===== config.mk =====
export PLATFORM = sky130hd
export DESIGN_NAME = tia_write_strobe_sequencer
export DESIGN_NICKNAME = d
export VERILOG_FILES = /design/src/rtl/tia_write_strobe_sequencer.sv
export SDC_FILE = /design/constraint.sdc
export NUM_CORES = 1
export LEC_CHECK = 0
export ABC_CLOCK_PERIOD_IN_PS = 3700
export CAP_MARGIN = 20
export CORE_MARGIN = 5
export CORE_UTILIZATION = 49
export CTS_BUF_LIST = sky130_fd_sc_hd__clkbuf_8
export CTS_CLUSTER_DIAMETER = 40
export DETAILED_ROUTE_END_ITERATION = 10
export GPL_TIMING_DRIVEN = 0
export PLACE_DENSITY = 0.87
export SLEW_MARGIN = 20
export SYNTH_ARGS = -nofsm -noshare
export SYNTH_HDL_FRONTEND = slang
export SYNTH_SLANG_ARGS = --single-unit

===== constraint.sdc =====
create_clock -name clk -period 3.7 [get_ports clk]
set_input_delay 1.11 -clock clk [delete_from_list [all_inputs] [get_ports clk]]
set_output_delay 1.11 -clock clk [all_outputs]
set_load 0.01 [all_outputs]

===== src/rtl/tia_write_strobe_sequencer.sv =====
// tia_write_strobe_sequencer: clocked TIA write decoder producing one-hot register strobes
// Ports: clk/reset_bar clock and async active-low reset; a, d_in, w_bar, cs CPU write cycle;
// bad_clr clears bad_addr; strobe/strobe_any one-cycle register strobe; d_out latched write data;
// bad_addr sticky unimplemented-address flag; wr_count accepted valid writes modulo 256.
module tia_write_strobe_sequencer #(
  parameter int ADDR_WIDTH = 6,
  parameter int DATA_WIDTH = 8,
  parameter int NUM_REGS = 45,
  parameter logic [ADDR_WIDTH-1:0] ADDR_MASK = '1,
  parameter int PIPE = 0
) (
  input  logic                  clk,
  input  logic                  reset_bar,
  input  logic [ADDR_WIDTH-1:0] a,
  input  logic [DATA_WIDTH-1:0] d_in,
  input  logic                  w_bar,
  input  logic                  cs,
  input  logic                  bad_clr,
  output logic [NUM_REGS-1:0]   strobe,
  output logic [DATA_WIDTH-1:0] d_out,
  output logic                  strobe_any,
  output logic                  bad_addr,
  output logic [7:0]            wr_count
);
  typedef enum logic {IDLE, HOLD} state_t;
  state_t state;
  logic wreq, accept, hit, fire, s1_any;
  logic [ADDR_WIDTH-1:0] ea;
  logic [NUM_REGS-1:0] dec, s1_stb, fire_stb;
  logic [DATA_WIDTH-1:0] s1_data, fire_data;
  // fire selects the edge that raises strobe: the accepting edge, or one later through the s1 stage
  always_comb begin
    wreq = cs & ~w_bar;
    ea = a & ADDR_MASK;
    hit = 32'(ea) < NUM_REGS;
    accept = state == IDLE && wreq;
    dec = hit ? NUM_REGS'(1) << ea : '0;
    fire = PIPE != 0 ? s1_any : accept & hit;
    fire_stb = PIPE != 0 ? s1_stb : dec;
    fire_data = PIPE != 0 ? s1_data : d_in;
  end
  always_ff @(posedge clk or negedge reset_bar)
    if (!reset_bar) begin
      state <= IDLE;
      s1_stb <= '0;
      s1_any <= 1'b0;
      s1_data <= '0;
      strobe <= '0;
      strobe_any <= 1'b0;
      d_out <= '0;
      wr_count <= '0;
      bad_addr <= 1'b0;
    end else begin
      state <= wreq ? HOLD : IDLE;
      s1_stb <= accept ? dec : '0;
      s1_any <= accept & hit;
      s1_data <= accept ? d_in : s1_data;
      strobe <= fire ? fire_stb : '0;
      strobe_any <= fire;
      d_out <= fire ? fire_data : d_out;
      wr_count <= wr_count + 8'(fire);
      // a new bad write outranks a simultaneous clear
      bad_addr <= (accept & ~hit) | (bad_addr & ~bad_clr);
    end
endmodule


==> impl_metrics.ini, run 1 <==
[outcome]
status = finished clean

[power]
p_leak_nw = 1.474
p_sw_w = 0.0003853
irDropWorstVdd_mv = 0.2893
power.share.clock_pct = 37.3
p_total_w = 0.001609
swShare_pct = 23.95
internal_power_w = 0.001223
seqPwrFrac_pct = 48.6
p_per_area_mw_per_mm2 = 485.0
power_frac_comb_pct = 14.2

[clock_tree]
insertion_delay_ns = 0.32
cts.clk_slew.worst_paths_ns = 0.07
cts_hold_buffers = 0
cts_buffer_depth = 2
cts_tree = done
cts_setup_buffers = 0
clock-sinks = 64
htree_num_levels = 3
numCtsBuffers = 9
cts_resized = 0
ctsRootBufferMaster = clkbuf_8

[layout]
diodes = 0
num-nets-final = 286
utilization_pct = 75.66
drive_gt1_share_pct = 11.85
area_growth_pct = 49.60

[synth]
ys_top_cells_by_count = dfrtp_1 (64), nor2_1 (36), nand2_1 (13), mux2_2 (8), nor3_1 (7)
yosysMostFrequentCell = dfrtp_1
synth_top_cell_by_area = dfrtp_1
synthDistinctLibCells = 23
yosysWarnings = 0
ys_ff_latch = 64
syn_nets = 193
async_flop_share_pct = 100.0
syn_area_sq_mm = 0.002217
synth_seq_area_share_pct = 72.23
synth_edf_count = 0
syn_inst = 172
synth_area_leaders = dfrtp_1 (72%), nor2_1 (6.1%), mux2_2 (4.1%)
synth_area_per_cell_sq_um = 12.89
synthFlopType = dfrtp_1
synth_top_area_share_pct = 72.23

[placed_design]
post-place-ws_ns = 0.2481
place_congestion = 0.7126
dpl.hpwl_mm = 3.756
io_buffers = 81

[timing]
hold-worst-slack_ns = 0.4850
rsz0062_at_grt = false
post-route-min-period_ns = 3.082
fmax_mhz = 324.4
tightest_slew_ns = 0.5669
fin_crit_sh_pct = 83.31
setup_slack_ns = 0.6176
drv_slew = 0
hold_viol = 0
setup_violations = 0
maxSlewHeadroom_pct = 62.07
final.setup_skew_ns = 0.007209

[global_route]
grt_start_max_net_pins = 34
grt_pass1_wl_mm = 8.562
antenna_found_initial = 0
grt_pass1_vias = 1682
grt_overflow = 0
grt.total_usage_pct = 18.51

[route]
drt-initial-drc-count = 80
drt_first_pass_iters = 4
viasPerCell = 4.997
wl_per_cell_um = 15.78
ant_nets = 0
wirelength_mm = 5.081
routed-via-count = 1609
drc = 0

[die]
core.rowCount = 24
dieArea_sq_mm = 0.005970
die_w_um = 77.27
core_sq_mm = 0.004384
initial_utilization_pct = 50.57
ioPinCount = 82
fp.dieH_um = 77.27

[worst_setup_path]
cp-end-kind = flip-flop
startpoint_type = input pin
crit_arrival_ns = 3.32
r2r_start = state$_DFF_PN0_
crit_fanout = 9
criticalPathCategory = input pin to flip-flop
startpoint = a[3]
cp.required_ns = 3.94

[run]
cap_violations = 0

[min_path]
hp-class = flip-flop to flip-flop
min_from = wr_count[7]$_DFF_PN0_
==> worst max-delay path, cell delays in order <==
cell and delay, ns:
clkdlybuf4s50_1 0.60, nand2_2 0.13, o311ai_4 0.47, inv_1 0.13, ha_1 0.23, ha_1 0.21, and3_1 0.21, nand3_1 0.11
xnor2_1 0.14
==> cells by family (layout without fill, tap and decap cells) <==
logic type	after synthesis	in the layout	share of synthesized area, %
xor+xnor	6	6	2.370
buf+inv	10	108	1.862
simple gates	78	78	16.08
compound gates	4	4	2.257
fa+ha+maj	2	2	1.128
flops	64	64	72.23
mux	8	8	4.063
==> power by group through the flow <==
stage / logic, W / clock network, W / registers [W]
after global placement: 0.000223 / 0 / 0.000792
final: 0.000228 / 0.000600 / 0.000781
after global routing: 0.000249 / 0.000645 / 0.000789
after detailed placement: 0.000232 / 0 / 0.000795
after floorplan: 0.0000586 / 0 / 0.000814
after CTS: 0.000234 / 0.000610 / 0.000782
==> routing by layer <==
metal | GRT usage, % | vias up | wire [um]
met5 | 0 | - | 0
met4 | 6.873 | 0 | 67
met2 | 31.73 | 58 | 2690
met3 | 5.504 | 11 | 362
li1 | - | 750 | -
met1 | 21.81 | 790 | 1961
==> metrics by stage <==
stage | TNS [ns] | area [sq um] | instances
2_1_floorplan | 0 | 2217 | 172
3_3_place_gp | -24.77 | 3093 | 305
3_5_place_dp | 0 | 3110 | 306
4_1_cts | 0 | 3317 | 322
5_1_grt | 0 | 3317 | 322
6_report | 0 | 3317 | 322
==> placed cells by master (no fill, tap or decap), drive strengths merged, types with 2 or more instances in the layout <==
master / instances
nor2: 36
clkdlybuf4s50: 80
clkinvlp: 2
nor3: 7
mux2: 8
clkbuf: 14
clkinv: 2
nand3: 6
nor4: 6
nor2b: 4
nand2b: 2
ha: 2
nand2: 14
inv: 4
xor2: 4
xnor2: 2
buf: 5
dfrtp: 64
==> registers in the layout, summed over array words and instances (netlist names) <==
signal	count
strobe	45
d_out	8
bad_addr	1
state	1
strobe_any	1
wr_count	8
==> final timing paths <==
kind                                          to  slack (ns)  cells past startpoint
max                        wr_count[6]$_DFF_PN0_        0.62                      9
min                        wr_count[7]$_DFF_PN0_        0.49                      1
max reg2reg                wr_count[6]$_DFF_PN0_        1.61                      8
min reg2reg                wr_count[7]$_DFF_PN0_        0.49                      1
max in group asynchronous    strobe[4]$_DFF_PN0_        2.47                      2
min in group asynchronous    strobe[7]$_DFF_PN0_        0.72                      1
==> final cells by class <==
type,count,area (sq um)
tap,52,65.06
clock inverter,5,55.05
sequential,64,1602
inverter,4,15.01
multi-input combinational,98,574.3
timing repair buffer,82,828.3
fill,301,1067
buffer,6,26.28
clock buffer,11,151.4
Note: power is estimated with default switching activity, not from simulation.
==> run 2, diff against run 1 <==
--- a/config.mk
+++ b/config.mk
@@ -5,15 +5,15 @@
 export SDC_FILE = /design/constraint.sdc
 export NUM_CORES = 1
 export LEC_CHECK = 0
-export ABC_CLOCK_PERIOD_IN_PS = 3700
+export ABC_CLOCK_PERIOD_IN_PS = 2700
 export CAP_MARGIN = 20
 export CORE_MARGIN = 5
-export CORE_UTILIZATION = 49
+export CORE_UTILIZATION = 41
 export CTS_BUF_LIST = sky130_fd_sc_hd__clkbuf_8
 export CTS_CLUSTER_DIAMETER = 40
 export DETAILED_ROUTE_END_ITERATION = 10
 export GPL_TIMING_DRIVEN = 0
-export PLACE_DENSITY = 0.87
+export PLACE_DENSITY = 0.78
 export SLEW_MARGIN = 20
 export SYNTH_ARGS = -nofsm -noshare
 export SYNTH_HDL_FRONTEND = slang
==> constraint.sdc (replaced) <==
create_clock -name clk -period 2.7 [get_ports clk]
set_input_delay 0.81 -clock clk [delete_from_list [all_inputs] [get_ports clk]]
set_output_delay 0.81 -clock clk [all_outputs]
set_load 0.01 [all_outputs]
==> run 2 against run 1 <==
  * Power rose by 28%
  * Count of clock-buffer cells in the layout unchanged
  * Global-route usage shrank 3.0 points
  * Sequential power up 37%
  * Worst setup slack got worse by 0.46 ns
  * Non-clock buffer count is 1 higher
  * Utilization down 12 points
  * Sequential cell count did not move
  * Via count is 0.44% lower
  * Critical path depth unchanged
  * Largest cell class unchanged
==> impl_metrics.ini, run 2 (synthesis results as in run 1) <==
[timing]
fmax_mhz = 393.8
final.setup_skew_ns = 0.007531
fin_crit_sh_pct = 94.04
tightest_slew_ns = 0.5049
post-route-min-period_ns = 2.539
fin_setup_tns_ns = 0
rsz0062_at_grt = false
maxSlewHeadroom_pct = 66.22
hold-worst-slack_ns = 0.2808
hold_viol = 0
drv_slew = 0
setup_violations = 0

[route]
wl_per_cell_um = 14.78
routed-via-count = 1602
drt_first_pass_iters = 4
drt-initial-drc-count = 43
viasPerCell = 4.740
drc = 0
wirelength_mm = 4.996
ant_nets = 0

[die]
core_sq_mm = 0.005172
core.rowCount = 26
dieArea_sq_mm = 0.006978
initial_utilization_pct = 42.86
fp.dieH_um = 83.54
ioPinCount = 82
die_w_um = 83.54

[worst_setup_path]
worst-path-buf-inv = 2
crit_fanout = 7
cp-end-kind = flip-flop
criticalPathCategory = input pin to flip-flop
max_stage_delay_ns = 0.61
cp.required_ns = 2.95
crit_arrival_ns = 2.79
slowest_stage = clkdlybuf4s50_1
crit_chain = clkdlybuf4s50_1, nand2_2, o311ai_4, inv_1, ha_1, ha_1, and3_1, nand3_1, xnor2_1
startpoint_type = input pin
crit_top_cell = ha_1
path_delay_family = buffers and inverters

[layout]
most-common-layout-cells = clkdlybuf4s50_1 (79), dfrtp_1 (64), nor2_1 (36)
fillers = 412
largest_register_ffs = 45
area_growth_pct = 49.32
stdcell_count = 338
drive_gt1_share_pct = 10.82
diodes = 0
num-nets-final = 287
registers.top_by_ff_count = strobe
reg.largest.list = strobe (45), d_out (8), wr_count (8)
layout.cells.most_common = clkdlybuf4s50_1
design_area_sq_mm = 0.003311
utilization_pct = 64.01

[global_route]
grt_overflow = 0
grt_pass1_vias = 1713
grt_start_max_net_pins = 62
grt_pass1_wl_mm = 8.362
antenna_found_initial = 0
grt.total_usage_pct = 15.54

[power]
p_per_area_mw_per_mm2 = 623.7
irDropWorstVdd_mv = 0.3684
p_leak_nw = 1.477

[clock_tree]
cts_tree = done
cts.clk_slew.worst_paths_ns = 0.06
numCtsBuffers = 9
cts_hold_buffers = 0
clock-sinks = 64
htree_num_levels = 3
cts_buffer_depth = 2
ctsRootBufferMaster = clkbuf_8
insertion_delay_ns = 0.33

[placed_design]
dpl.hpwl_mm = 3.614
post_dp_cell_area_sq_mm = 0.003141
dpl.cell_count = 324
io_buffers = 81
place_congestion = 0.7056

[min_path]
hp-class = input pin to asynchronous set/reset pin

[outcome]
status = finished clean

[run]
cap_violations = 0
[run 2: cell types whose count changed in the layout (fill, tap and decap cells not counted)]
cell             change
buf_12               -1
buf_16               +1
buf_4                +1
bufinv_16            -1
clkdlybuf4s50_1      -1
clkinv_2             -1
clkinvlp_4           -2
dlymetal6s2s_1       +1
inv_1                +1
[run 2: cell type report]
| type | count | area, sq um | area share [%] |
|---|---|---|---|
| Clock buffer | 11 | 151.4 | 4.573 |
| Clock inverter | 2 | 8.758 | 0.2645 |
| Timing Repair Buffer | 83 | 845.8 | 25.55 |
| Sequential cell | 64 | 1602 | 48.37 |
| Buffer | 6 | 26.28 | 0.7936 |
| Tap cell | 70 | 87.58 | 2.645 |
| Inverter | 4 | 15.01 | 0.4535 |
| Multi-Input combinational cell | 98 | 574.3 | 17.35 |
[run 2: worst paths after layout]
check,start,end,slack (ns),depth (start not counted)
max,a[3],wr_count[6]$_DFF_PN0_,0.16,9
max in group asynchronous,reset_bar,strobe[38]$_DFF_PN0_,1.95,2
min reg2reg,wr_count[7]$_DFF_PN0_,wr_count[7]$_DFF_PN0_,0.47,1
min,reset_bar,wr_count[4]$_DFF_PN0_,0.28,1
max reg2reg,state$_DFF_PN0_,wr_count[6]$_DFF_PN0_,0.78,8
min in group clk,wr_count[7]$_DFF_PN0_,wr_count[7]$_DFF_PN0_,0.47,1
[run 2: per-layer routing]
| metal | global-route usage (%) | vias to the layer above | part of all wire, % |
|---|---|---|---|
| li1 | - | 751 | - |
| met1 | 18.73 | 776 | 42 |
| met2 | 24.71 | 63 | 48 |
| met3 | 5.726 | 12 | 7.8 |
| met4 | 7.456 | 0 | 2.2 |
| met5 | 0 | - | 0 |
[run 2: report_power, final]
group | leakage (nW) | switching (W) | internal (W)
combinational | 0.522 | 0.000134 | 0.000181
clock | 0.0883 | 0.000318 | 0.000363
sequential | 0.867 | 0.0000444 | 0.00102
[run 2: worst reg2reg max path: stages (launching register included)]
cell      delay (ns)
dfrtp_1         0.37
nor3b_2         0.38
o311ai_4        0.18
inv_1           0.11
ha_1            0.17
ha_1            0.17
and3_1          0.20
nand3_1         0.10
xnor2_1         0.13
[run 2: through the flow]
step	setup WS [ns]	power, W
6_report	0.1608	0.002065
5_1_grt	0.01594	0.002157
4_1_cts	0.1482	0.002088
3_5_place_dp	-0.4177	0.001405
3_3_place_gp	-1.086	0.001389
2_1_floorplan	0.3803	0.001197
[run 2: what timing repair did]
| action | CTS | global route |
|---|---|---|
| gates cloned | 0 | 0 |
| endpoints found under the hold margin | 0 | 0 |
| endpoints found under the setup margin | 2 | 1 |
| buffers inserted | 1 | 0 |
| pin swaps | 1 | 0 |
| resized for setup | 0 | 1 |
==> run 3, diff against run 2 <==
--- a/config.mk
+++ b/config.mk
@@ -13,8 +13,10 @@
 export CTS_CLUSTER_DIAMETER = 40
 export DETAILED_ROUTE_END_ITERATION = 10
 export GPL_TIMING_DRIVEN = 0
+export HOLD_SLACK_MARGIN = 0.1
 export PLACE_DENSITY = 0.78
-export SLEW_MARGIN = 20
+export SETUP_SLACK_MARGIN = 0.15
+export SLEW_MARGIN = 25
 export SYNTH_ARGS = -nofsm -noshare
 export SYNTH_HDL_FRONTEND = slang
 export SYNTH_SLANG_ARGS = --single-unit
==> run 3 against run 2 <==
  * Combinational power about the same
  * Power up 0.17%
  * Worst hold slack better by 0.048 ns
  * Global-route usage down 0.10 points
  * Wire length down 0.18%
  * Via count up 0.31%
  * Register-to-register slack better by 0.04 ns
  * Clock power about the same
  * Sequential cell count unchanged
  * Critical path depth unchanged
  * Critical endpoint unchanged
==> impl_metrics.ini, run 3 (synthesis results as in run 1) <==
[timing]
tightest_slew_ns = 0.4150
rsz0062_at_grt = false
post-route-min-period_ns = 2.432
hold_viol = 0
fmax_mhz = 411.2
drv_slew = 0
final.setup_skew_ns = 0.005286
setup_violations = 0
maxSlewHeadroom_pct = 72.33
fin_crit_sh_pct = 90.08

[layout]
area_growth_pct = 50.40
layout.cells.most_common = clkdlybuf4s50_1
drive_gt1_share_pct = 12.45
diodes = 0
largest_register_ffs = 45
reg.largest.list = strobe (45), d_out (8), wr_count (8)
most-common-layout-cells = clkdlybuf4s50_1 (78), dfrtp_1 (64), nor2_1 (35)
stdcell_count = 343
num-nets-final = 289
registers.top_by_ff_count = strobe
utilization_pct = 64.47
design_area_sq_mm = 0.003334

[route]
ant_nets = 0
routed-via-count = 1607
drt_first_pass_iters = 4
drt-initial-drc-count = 60
wirelength_mm = 4.987
drc = 0
wl_per_cell_um = 14.54
viasPerCell = 4.685

[clock_tree]
htree_num_levels = 3
numCtsBuffers = 9
clock-sinks = 64
insertion_delay_ns = 0.32
cts_tree = done
ctsRootBufferMaster = clkbuf_8
cts.clk_slew.worst_paths_ns = 0.06
cts_buffer_depth = 2

[die]
core.rowCount = 26
ioPinCount = 82
initial_utilization_pct = 42.86
fp.dieH_um = 83.54
dieArea_sq_mm = 0.006978
die_w_um = 83.54
core_sq_mm = 0.005172

[min_path]
hp-class = input pin to asynchronous set/reset pin

[placed_design]
dpl.cell_count = 324
dpl.hpwl_mm = 3.711
place_congestion = 0.7056
post_dp_cell_area_sq_mm = 0.003141
io_buffers = 81

[worst_setup_path]
crit_arrival_ns = 2.64
max_stage_delay_ns = 0.47
slowest_stage = clkdlybuf4s50_1
rrSetupSlack_ns = 0.82
startpoint_type = input pin
crit_fanout = 5
criticalPathCategory = input pin to flip-flop
r2r_start = state$_DFF_PN0_
crit_top_cell = ha_1
crit_chain = clkdlybuf4s50_1, nor3b_4, o311ai_4, inv_1, ha_1, ha_1, and3_1, nand3_1, xnor2_1
worstReg2RegEnd = wr_count[6]$_DFF_PN0_
reg2reg_depth = 8
cp-end-kind = flip-flop
cp.required_ns = 2.91

[global_route]
grt_pass1_wl_mm = 8.390
antenna_found_initial = 0
grt_start_max_net_pins = 53
grt_pass1_vias = 1707
grt_overflow = 0
grt.total_usage_pct = 15.44

[power]
irDropWorstVdd_mv = 0.3473
p_per_area_mw_per_mm2 = 620.4
p_leak_nw = 1.493
p_total_w = 0.002069

[run]
cap_violations = 0

[outcome]
status = finished clean
==> run 3: per-stage QoR <==
| stage | setup WS [ns] | setup TNS (ns) | hold WS, ns |
|---|---|---|---|
| final | 0.2678 | 0 | 0.3293 |
| after detailed placement | -0.4028 | -1.511 | 0.4668 |
| after global routing | 0.1491 | 0 | 0.3202 |
| after floorplan | 0.3803 | 0 | 0.5039 |
| after CTS | 0.1686 | 0 | 0.3188 |
| after global placement | -1.086 | -70.49 | 0.4575 |
==> run 3: how the worst max path moves through the flow <==
stage	to	startpoint	slack (ns)
global placement	strobe[17]$_DFF_PN0_	reset_bar	-1.09
finish	wr_count[6]$_DFF_PN0_	cs	0.27
global route	wr_count[6]$_DFF_PN0_	w_bar	0.15
CTS	wr_count[6]$_DFF_PN0_	cs	0.17
floorplan	wr_count[6]$_DFF_PN0_	w_bar	0.38
detailed placement	wr_count[6]$_DFF_PN0_	a[2]	-0.40
==> run 3: critical path, delay by kind of cell <==
family | cells | cell delay, ns
compound gates | 1 | 0.17
buf+inv | 2 | 0.57
xor+xnor | 1 | 0.13
simple gates | 3 | 0.61
fa+ha+maj | 2 | 0.36
==> run 3: report_power, final <==
part           internal (W)  switching (W)
Clock              0.000345       0.000334
Combinational      0.000183       0.000135
Sequential          0.00102      0.0000477
==> run 3: routing by layer <==
metal / track usage [%] / vias up / share of wire [%]
li1: - / 757 / -
met1: 19.19 / 781 / 43
met2: 24.56 / 61 / 49
met3: 5.035 / 8 / 7.2
met4: 7.018 / 0 / 1.4
met5: 0 / - / 0
==> run 3: final cells by class <==
| type | instances | area (sq um) |
|---|---|---|
| multi-input cells | 98 | 583.1 |
| clock buffers | 10 | 137.6 |
| plain buffers | 6 | 26.28 |
| fillers | 407 | 1838 |
| flip-flops and latches | 64 | 1602 |
| well taps | 70 | 87.58 |
| inverters | 4 | 15.01 |
| clock inverters | 6 | 27.53 |
| repair buffers | 85 | 855.8 |
==> run 3: repair_timing <==
| item | CTS | global route |
|---|---|---|
| gates resized for setup | 2 | 2 |
| hold buffers | 0 | 0 |
| setup endpoints to repair | 3 | 2 |
| buffers inserted | 1 | 2 |
| pin swaps | 1 | 1 |
